$ cat config.mk
export PLATFORM = sky130hd
export DESIGN_NAME = wb_master_arbiter
export DESIGN_NICKNAME = d
export VERILOG_FILES = /design/src/rtl/wb_master_arbiter_pkg.sv /design/src/rtl/wb_master_arbiter_timeout.sv /design/src/rtl/wb_master_arbiter.sv
export SDC_FILE = /design/constraint.sdc
export NUM_CORES = 1
export LEC_CHECK = 0
export BUFFER_PORTS_ARGS = -buffer_cell sky130_fd_sc_hd__buf_2
export CAP_MARGIN = 20
export CORE_MARGIN = 2
export CORE_UTILIZATION = 42
export DETAILED_ROUTE_END_ITERATION = 12
export PLACE_DENSITY = 0.87
export SYNTH_ARGS = -nofsm -noshare
export SYNTH_HDL_FRONTEND = slang
export SYNTH_SLANG_ARGS = --single-unit
$ cat constraint.sdc
create_clock -name clk -period 5.8 [get_ports clk]
set_clock_uncertainty 0.2 [all_clocks]
set_input_delay 0.58 -clock clk [delete_from_list [all_inputs] [get_ports clk]]
set_output_delay 0.58 -clock clk [all_outputs]
set_load 0.02 [all_outputs]
$ cat src/rtl/wb_master_arbiter_pkg.sv
// Shared wishbone definitions for the two-master arbiter.
// Holds the bus widths, the owner-state encoding, the request payload struct
// and the owner-to-grant helper used by wb_master_arbiter and wb_timeout.
package wb_master_arbiter_pkg;

   localparam int unsigned ADR_W = 24;
   localparam int unsigned DAT_W = 8;
   localparam int unsigned SEL_W = 1;
   localparam int unsigned CNT_W = 16;
   localparam int unsigned GNT_W = 2;

   // Encoding matches the one-hot grant value (m0 -> 2'b01, m1 -> 2'b10).
   typedef enum logic [1:0] {
      OWN_IDLE = 2'd0,
      OWN_M0   = 2'd1,
      OWN_M1   = 2'd2
   } owner_e;

   // One master's request toward the shared slave bus.
   typedef struct packed {
      logic             cyc;
      logic             stb;
      logic             we;
      logic [0:SEL_W-1] sel;
      logic [0:ADR_W-1] adr;
      logic [0:DAT_W-1] dat;
   } wb_req_t;

   // Grant vector for an owner state; 2'b00 when idle.
   function automatic logic [0:GNT_W-1] owner_grant(input owner_e owner);
      logic [0:GNT_W-1] g;
      g = '0;
      case (owner)
         OWN_M0:  g = 2'b01;
         OWN_M1:  g = 2'b10;
         default: g = 2'b00;
      endcase
      return g;
   endfunction

endpackage

$ cat src/rtl/wb_master_arbiter_timeout.sv
// wb_timeout: wait counter for an outstanding strobe.
// Ports:
//   clk, reset  - system clock, synchronous active-high reset
//   stb         - strobe currently presented to the slave (before abort masking)
//   ack         - slave acknowledge
//   timeout_c   - combinational: this cycle is the last allowed wait cycle
module wb_timeout
   import wb_master_arbiter_pkg::*;
#(
   parameter int unsigned TIMEOUT_CYCLES = 255
) (
   input  logic clk,
   input  logic reset,
   input  logic stb,
   input  logic ack,
   output logic timeout_c
);

   logic [CNT_W-1:0] cnt_q;

   // Ack in the same cycle wins over the timeout.
   assign timeout_c = stb && !ack && (cnt_q == CNT_W'(TIMEOUT_CYCLES - 1));

   // Count unacknowledged strobe cycles; any ack, idle strobe or abort restarts.
   always_ff @(posedge clk) begin
      if (reset) begin
         cnt_q <= '0;
      end else if (stb && !ack && !timeout_c) begin
         cnt_q <= cnt_q + CNT_W'(1);
      end else begin
         cnt_q <= '0;
      end
   end

endmodule

$ cat src/rtl/wb_master_arbiter.sv
// wb_master_arbiter: two-master wishbone arbiter with round-robin ownership
// and strobe timeout.
// Ports:
//   clk, reset                 - system clock, synchronous active-high reset
//   m0_* / m1_*                - master ports (m0 = overlay/debug CPU, m1 = loader DMA)
//   s_*                        - shared slave bus toward the mainboard port
//   grant_o                    - current owner: 2'b01 = m0, 2'b10 = m1, 2'b00 idle
module wb_master_arbiter
   import wb_master_arbiter_pkg::*;
#(
   parameter int unsigned TIMEOUT_CYCLES = 255
) (
   input  logic             clk,
   input  logic             reset,
   input  logic [0:ADR_W-1] m0_adr_i,
   input  logic [0:DAT_W-1] m0_dat_i,
   output logic [0:DAT_W-1] m0_dat_o,
   input  logic             m0_we_i,
   input  logic [0:SEL_W-1] m0_sel_i,
   input  logic             m0_stb_i,
   input  logic             m0_cyc_i,
   output logic             m0_ack_o,
   output logic             m0_err_o,
   input  logic [0:ADR_W-1] m1_adr_i,
   input  logic [0:DAT_W-1] m1_dat_i,
   output logic [0:DAT_W-1] m1_dat_o,
   input  logic             m1_we_i,
   input  logic [0:SEL_W-1] m1_sel_i,
   input  logic             m1_stb_i,
   input  logic             m1_cyc_i,
   output logic             m1_ack_o,
   output logic             m1_err_o,
   output logic [0:ADR_W-1] s_adr_o,
   output logic [0:DAT_W-1] s_dat_o,
   output logic             s_we_o,
   output logic [0:SEL_W-1] s_sel_o,
   output logic             s_stb_o,
   output logic             s_cyc_o,
   input  logic [0:DAT_W-1] s_dat_i,
   input  logic             s_ack_i,
   output logic [0:GNT_W-1] grant_o
);

   owner_e  state_q, state_d;
   logic    last_q, last_d;   // 1: m1 was served last, so m0 wins a tie
   wb_req_t req0, req1, bus_c;
   logic    timeout_c;

   assign req0 = '{cyc: m0_cyc_i, stb: m0_stb_i, we: m0_we_i,
                   sel: m0_sel_i, adr: m0_adr_i, dat: m0_dat_i};
   assign req1 = '{cyc: m1_cyc_i, stb: m1_stb_i, we: m1_we_i,
                   sel: m1_sel_i, adr: m1_adr_i, dat: m1_dat_i};

   // Owner and last-served registers.
   always_ff @(posedge clk) begin
      if (reset) begin
         state_q <= OWN_IDLE;
         last_q  <= 1'b1;
      end else begin
         state_q <= state_d;
         last_q  <= last_d;
      end
   end

   // Arbitration: grant from IDLE only, release on owner's cyc drop.
   always_comb begin
      state_d = state_q;
      last_d  = last_q;
      unique case (state_q)
         OWN_IDLE: begin
            if (m0_cyc_i && m1_cyc_i) begin
               state_d = last_q ? OWN_M0 : OWN_M1;
            end else if (m0_cyc_i) begin
               state_d = OWN_M0;
            end else if (m1_cyc_i) begin
               state_d = OWN_M1;
            end
         end
         OWN_M0: begin
            if (!m0_cyc_i) begin
               state_d = OWN_IDLE;
               last_d  = 1'b0;
            end
         end
         OWN_M1: begin
            if (!m1_cyc_i) begin
               state_d = OWN_IDLE;
               last_d  = 1'b1;
            end
         end
         default: state_d = OWN_IDLE;
      endcase
   end

   // Owner mux; a strobe without the owner's live cyc is an abandoned transfer.
   always_comb begin
      bus_c = '0;
      unique case (state_q)
         OWN_M0:  bus_c = req0;
         OWN_M1:  bus_c = req1;
         default: bus_c = '0;
      endcase
      bus_c.stb = bus_c.stb & bus_c.cyc;
   end

   wb_timeout #(
      .TIMEOUT_CYCLES (TIMEOUT_CYCLES)
   ) u_timeout (
      .clk       (clk),
      .reset     (reset),
      .stb       (bus_c.stb),
      .ack       (s_ack_i),
      .timeout_c (timeout_c)
   );

   assign s_cyc_o = bus_c.cyc;
   assign s_stb_o = bus_c.stb & ~timeout_c;
   assign s_we_o  = bus_c.we;
   assign s_sel_o = bus_c.sel;
   assign s_adr_o = bus_c.adr;
   assign s_dat_o = bus_c.dat;
   assign grant_o = owner_grant(state_q);

   // Responses reach the owner only; nothing is delivered while in reset.
   assign m0_ack_o = (state_q == OWN_M0) && s_ack_i && !reset;
   assign m1_ack_o = (state_q == OWN_M1) && s_ack_i && !reset;
   assign m0_err_o = (state_q == OWN_M0) && timeout_c && !reset;
   assign m1_err_o = (state_q == OWN_M1) && timeout_c && !reset;
   assign m0_dat_o = (state_q == OWN_M0) ? s_dat_i : '0;
   assign m1_dat_o = (state_q == OWN_M1) ? s_dat_i : '0;

endmodule
==> impl_metrics.env <==
export IMPL_min_period_over_period_pct=51.9
export IMPL_wl_per_cell_um=14.4
export IMPL_h_tree_depth=1
export IMPL_ys_types=36
export IMPL_finalSetupViolations=0
export IMPL_core_um2=3740
export IMPL_min_to="u_timeout.cnt_q[0]"
export IMPL_power_leakage_nw=1.15
export IMPL_criticalPathCategory="reg2out"
export IMPL_power_density_nw_per_um2=180
export IMPL_synth_common_cells="a22oi_1, nor2b_1, and2_1, dfxtp_1, nor2_1"
export IMPL_areaGrowthSynthToFinish_pct=44.4
export IMPL_hold_buffers=0
export IMPL_dp_slack_ns=3.04
export IMPL_async_reset_ff_share_pct=0
export IMPL_holdWs_ns=0.293
export IMPL_synth_ff_type="dfxtp_1"
export IMPL_postCtsResizedCells=0
export IMPL_drive_gt1_share_pct=43.9
export IMPL_fin_crit_ns=3.01
export IMPL_place_area_um2=2360
export IMPL_layout_setup_ws_ns=2.79
export IMPL_rsz0062_at_grt="false"
export IMPL_cap_violations=0
export IMPL_status="complete, no violations"
export IMPL_layout_nets=435
export IMPL_r2r_start="state_q[0]"
export IMPL_gr_total_overflow=0
export IMPL_fin_area_um2=2400
export IMPL_setup_tns_ns=0
export IMPL_hold_violations=0
export IMPL_ys_warn_count=0
export IMPL_yosysSeqAreaShare_pct=22.9
export IMPL_syn_nets=304
export IMPL_r2r_setup_slack_ns=3.31
export IMPL_fin_util_pct=64.2
export IMPL_reg2reg_depth=5
export IMPL_drv_slew=0
export IMPL_synthesis_area_um2=1660
export IMPL_fp_dieH_um=66.9
export IMPL_cts_root_buf="clkbuf_8"
export IMPL_path_clk_slew_ns=0.07
export IMPL_min_delay_start="u_timeout.cnt_q[0]"
export IMPL_die_area_um2=4480
export IMPL_cts_setup_buffers=0
export IMPL_synth_edf_count=0
export IMPL_syn_inst=214
export IMPL_crit_required_ns=5.02
export IMPL_ys_ff_latch=19
export IMPL_cts_buffer_depth=2
export IMPL_arrival_ns=2.23
export IMPL_slew_headroom_pct=46.5
export IMPL_timing_rr_end="u_timeout.cnt_q[9]"
export IMPL_grt_start_max_net_pins=49
export IMPL_fillers=349
export IMPL_gp_congestion=0.861
export IMPL_dp_hpwl_um=4460
export IMPL_first_iter_violations=86
export IMPL_die_x_um=66.9
export IMPL_num_vias=2048
export IMPL_firstDrtPassIters=4
export IMPL_avgSynthCellArea_um2=7.78
export IMPL_initial_core_util_pct=44.5
export IMPL_vdd_drop_max_mv=0.0972
export IMPL_worst_pin_slew_ns=0.803
export IMPL_final_antenna_net_count=0
export IMPL_whs_path_depth=1
export IMPL_insertedDiodeCount=0
export IMPL_clock_latency_ns=0.26
export IMPL_yosysTopAreaCellShare_pct=22.9
export IMPL_drt_wl_total_um=5660
export IMPL_cts_sinks=19
export IMPL_viasPerCell=5.22
export IMPL_fmax_ghz=0.332
export IMPL_multi_input_area_um2=1180
export IMPL_cts_buffers_inserted=3
export IMPL_drc=0
export IMPL_fp_row_count=22
export IMPL_min_path_type="reg2reg"
export IMPL_critPathCaptureType="output port"
export IMPL_crit_path_max_fanout=36
export IMPL_io_buffers=140
export IMPL_antenna_found_initial=0
export IMPL_cts_tree="yes"
export IMPL_synth_area_leaders="dfxtp_1, a22oi_1, nor2b_1"
export IMPL_seqCellArea_um2=380
export IMPL_io_pins=141
export IMPL_start_kind="flip-flop"
export IMPL_grt_pass1_wl_um=8240
export IMPL_grt_total_usage_pct=24.5
export IMPL_first_global_vias=1737
export IMPL_synth_top_area_cell="dfxtp_1"
## final cells by class
class                      count  share of cell area (%)
tap                           48                    2.50
timing repair buffer         142                    29.8
clock buffer                   4                    1.87
multi-input combinational    174                    49.2
inverter                       5                   0.781
sequential                    19                    15.8
## cell usage in the layout, fill, tap and decap left out, types with 3 or more instances in the layout
cell and n:
a21oi_1 4, nand3_1 6, nand4_1 8, nand2_1 3, clkbuf_8 3, a22oi_1 34
ha_1 7, nor2b_1 34, o21ai_0 3, inv_1 5, nor4_1 4, and2_1 19
xor2_1 6, xnor2_1 8, buf_2 140, dfxtp_1 19, nor2_1 18
## worst max-delay path by stage
stage,from,slack (ns),end
2_1_floorplan,state_q[1],3.56,s_adr_o[0]
3_3_place_gp,state_q[0],3.16,m1_err_o
3_5_place_dp,state_q[0],3.04,m0_err_o
4_1_cts,state_q[0],2.75,m0_err_o
5_1_grt,state_q[1],2.56,m0_err_o
6_report,state_q[0],2.79,m0_err_o
## flip-flops by register name (all words and copies together), names as in the netlist
| register | flops |
|---|---|
| last_q | 1 |
| state_q | 2 |
| u_timeout.cnt_q | 16 |
## critical path, cell delays in order, from the launching register on
cell,delay [ns]
dfxtp_1,0.38
inv_1,0.10
ha_1,0.82
nand4_1,0.20
nor2_1,0.16
and2_1,0.14
buf_2,0.16
## per-stage QoR
step | total power, mW | std cells
floorplan | 0.270 | 214
global placement | 0.338 | 388
detailed placement | 0.343 | 388
CTS | 0.435 | 392
global route | 0.459 | 392
finish | 0.432 | 392
## cells by family (layout without fill, tap and decap cells)
kind of cell | after synthesis | count (layout) | synth area share, %
adder cells (fa/ha/maj) | 7 | 7 | 5.26
buffers and inverters | 21 | 151 | 6.02
AND/OR/NAND/NOR | 107 | 107 | 38.3
flip-flops | 19 | 19 | 22.9
AO/OA/AOI/OAI | 46 | 46 | 20.2
XOR/XNOR | 14 | 14 | 7.37
## layer usage
| metal | wire [um] | GRT usage (%) |
|---|---|---|
| met1 | 2290 | 30.7 |
| met2 | 2550 | 40.1 |
| met3 | 714 | 6.76 |
| met4 | 100 | 8.42 |
| met5 | 0 | 0 |
## where the power goes
group | total [mW] | internal (mW) | switching, mW
combinational | 0.203 | 0.0864 | 0.117
sequential | 0.136 | 0.133 | 0.00269
clock | 0.0936 | 0.0490 | 0.0446
Power figures use the tool's default switching activity.
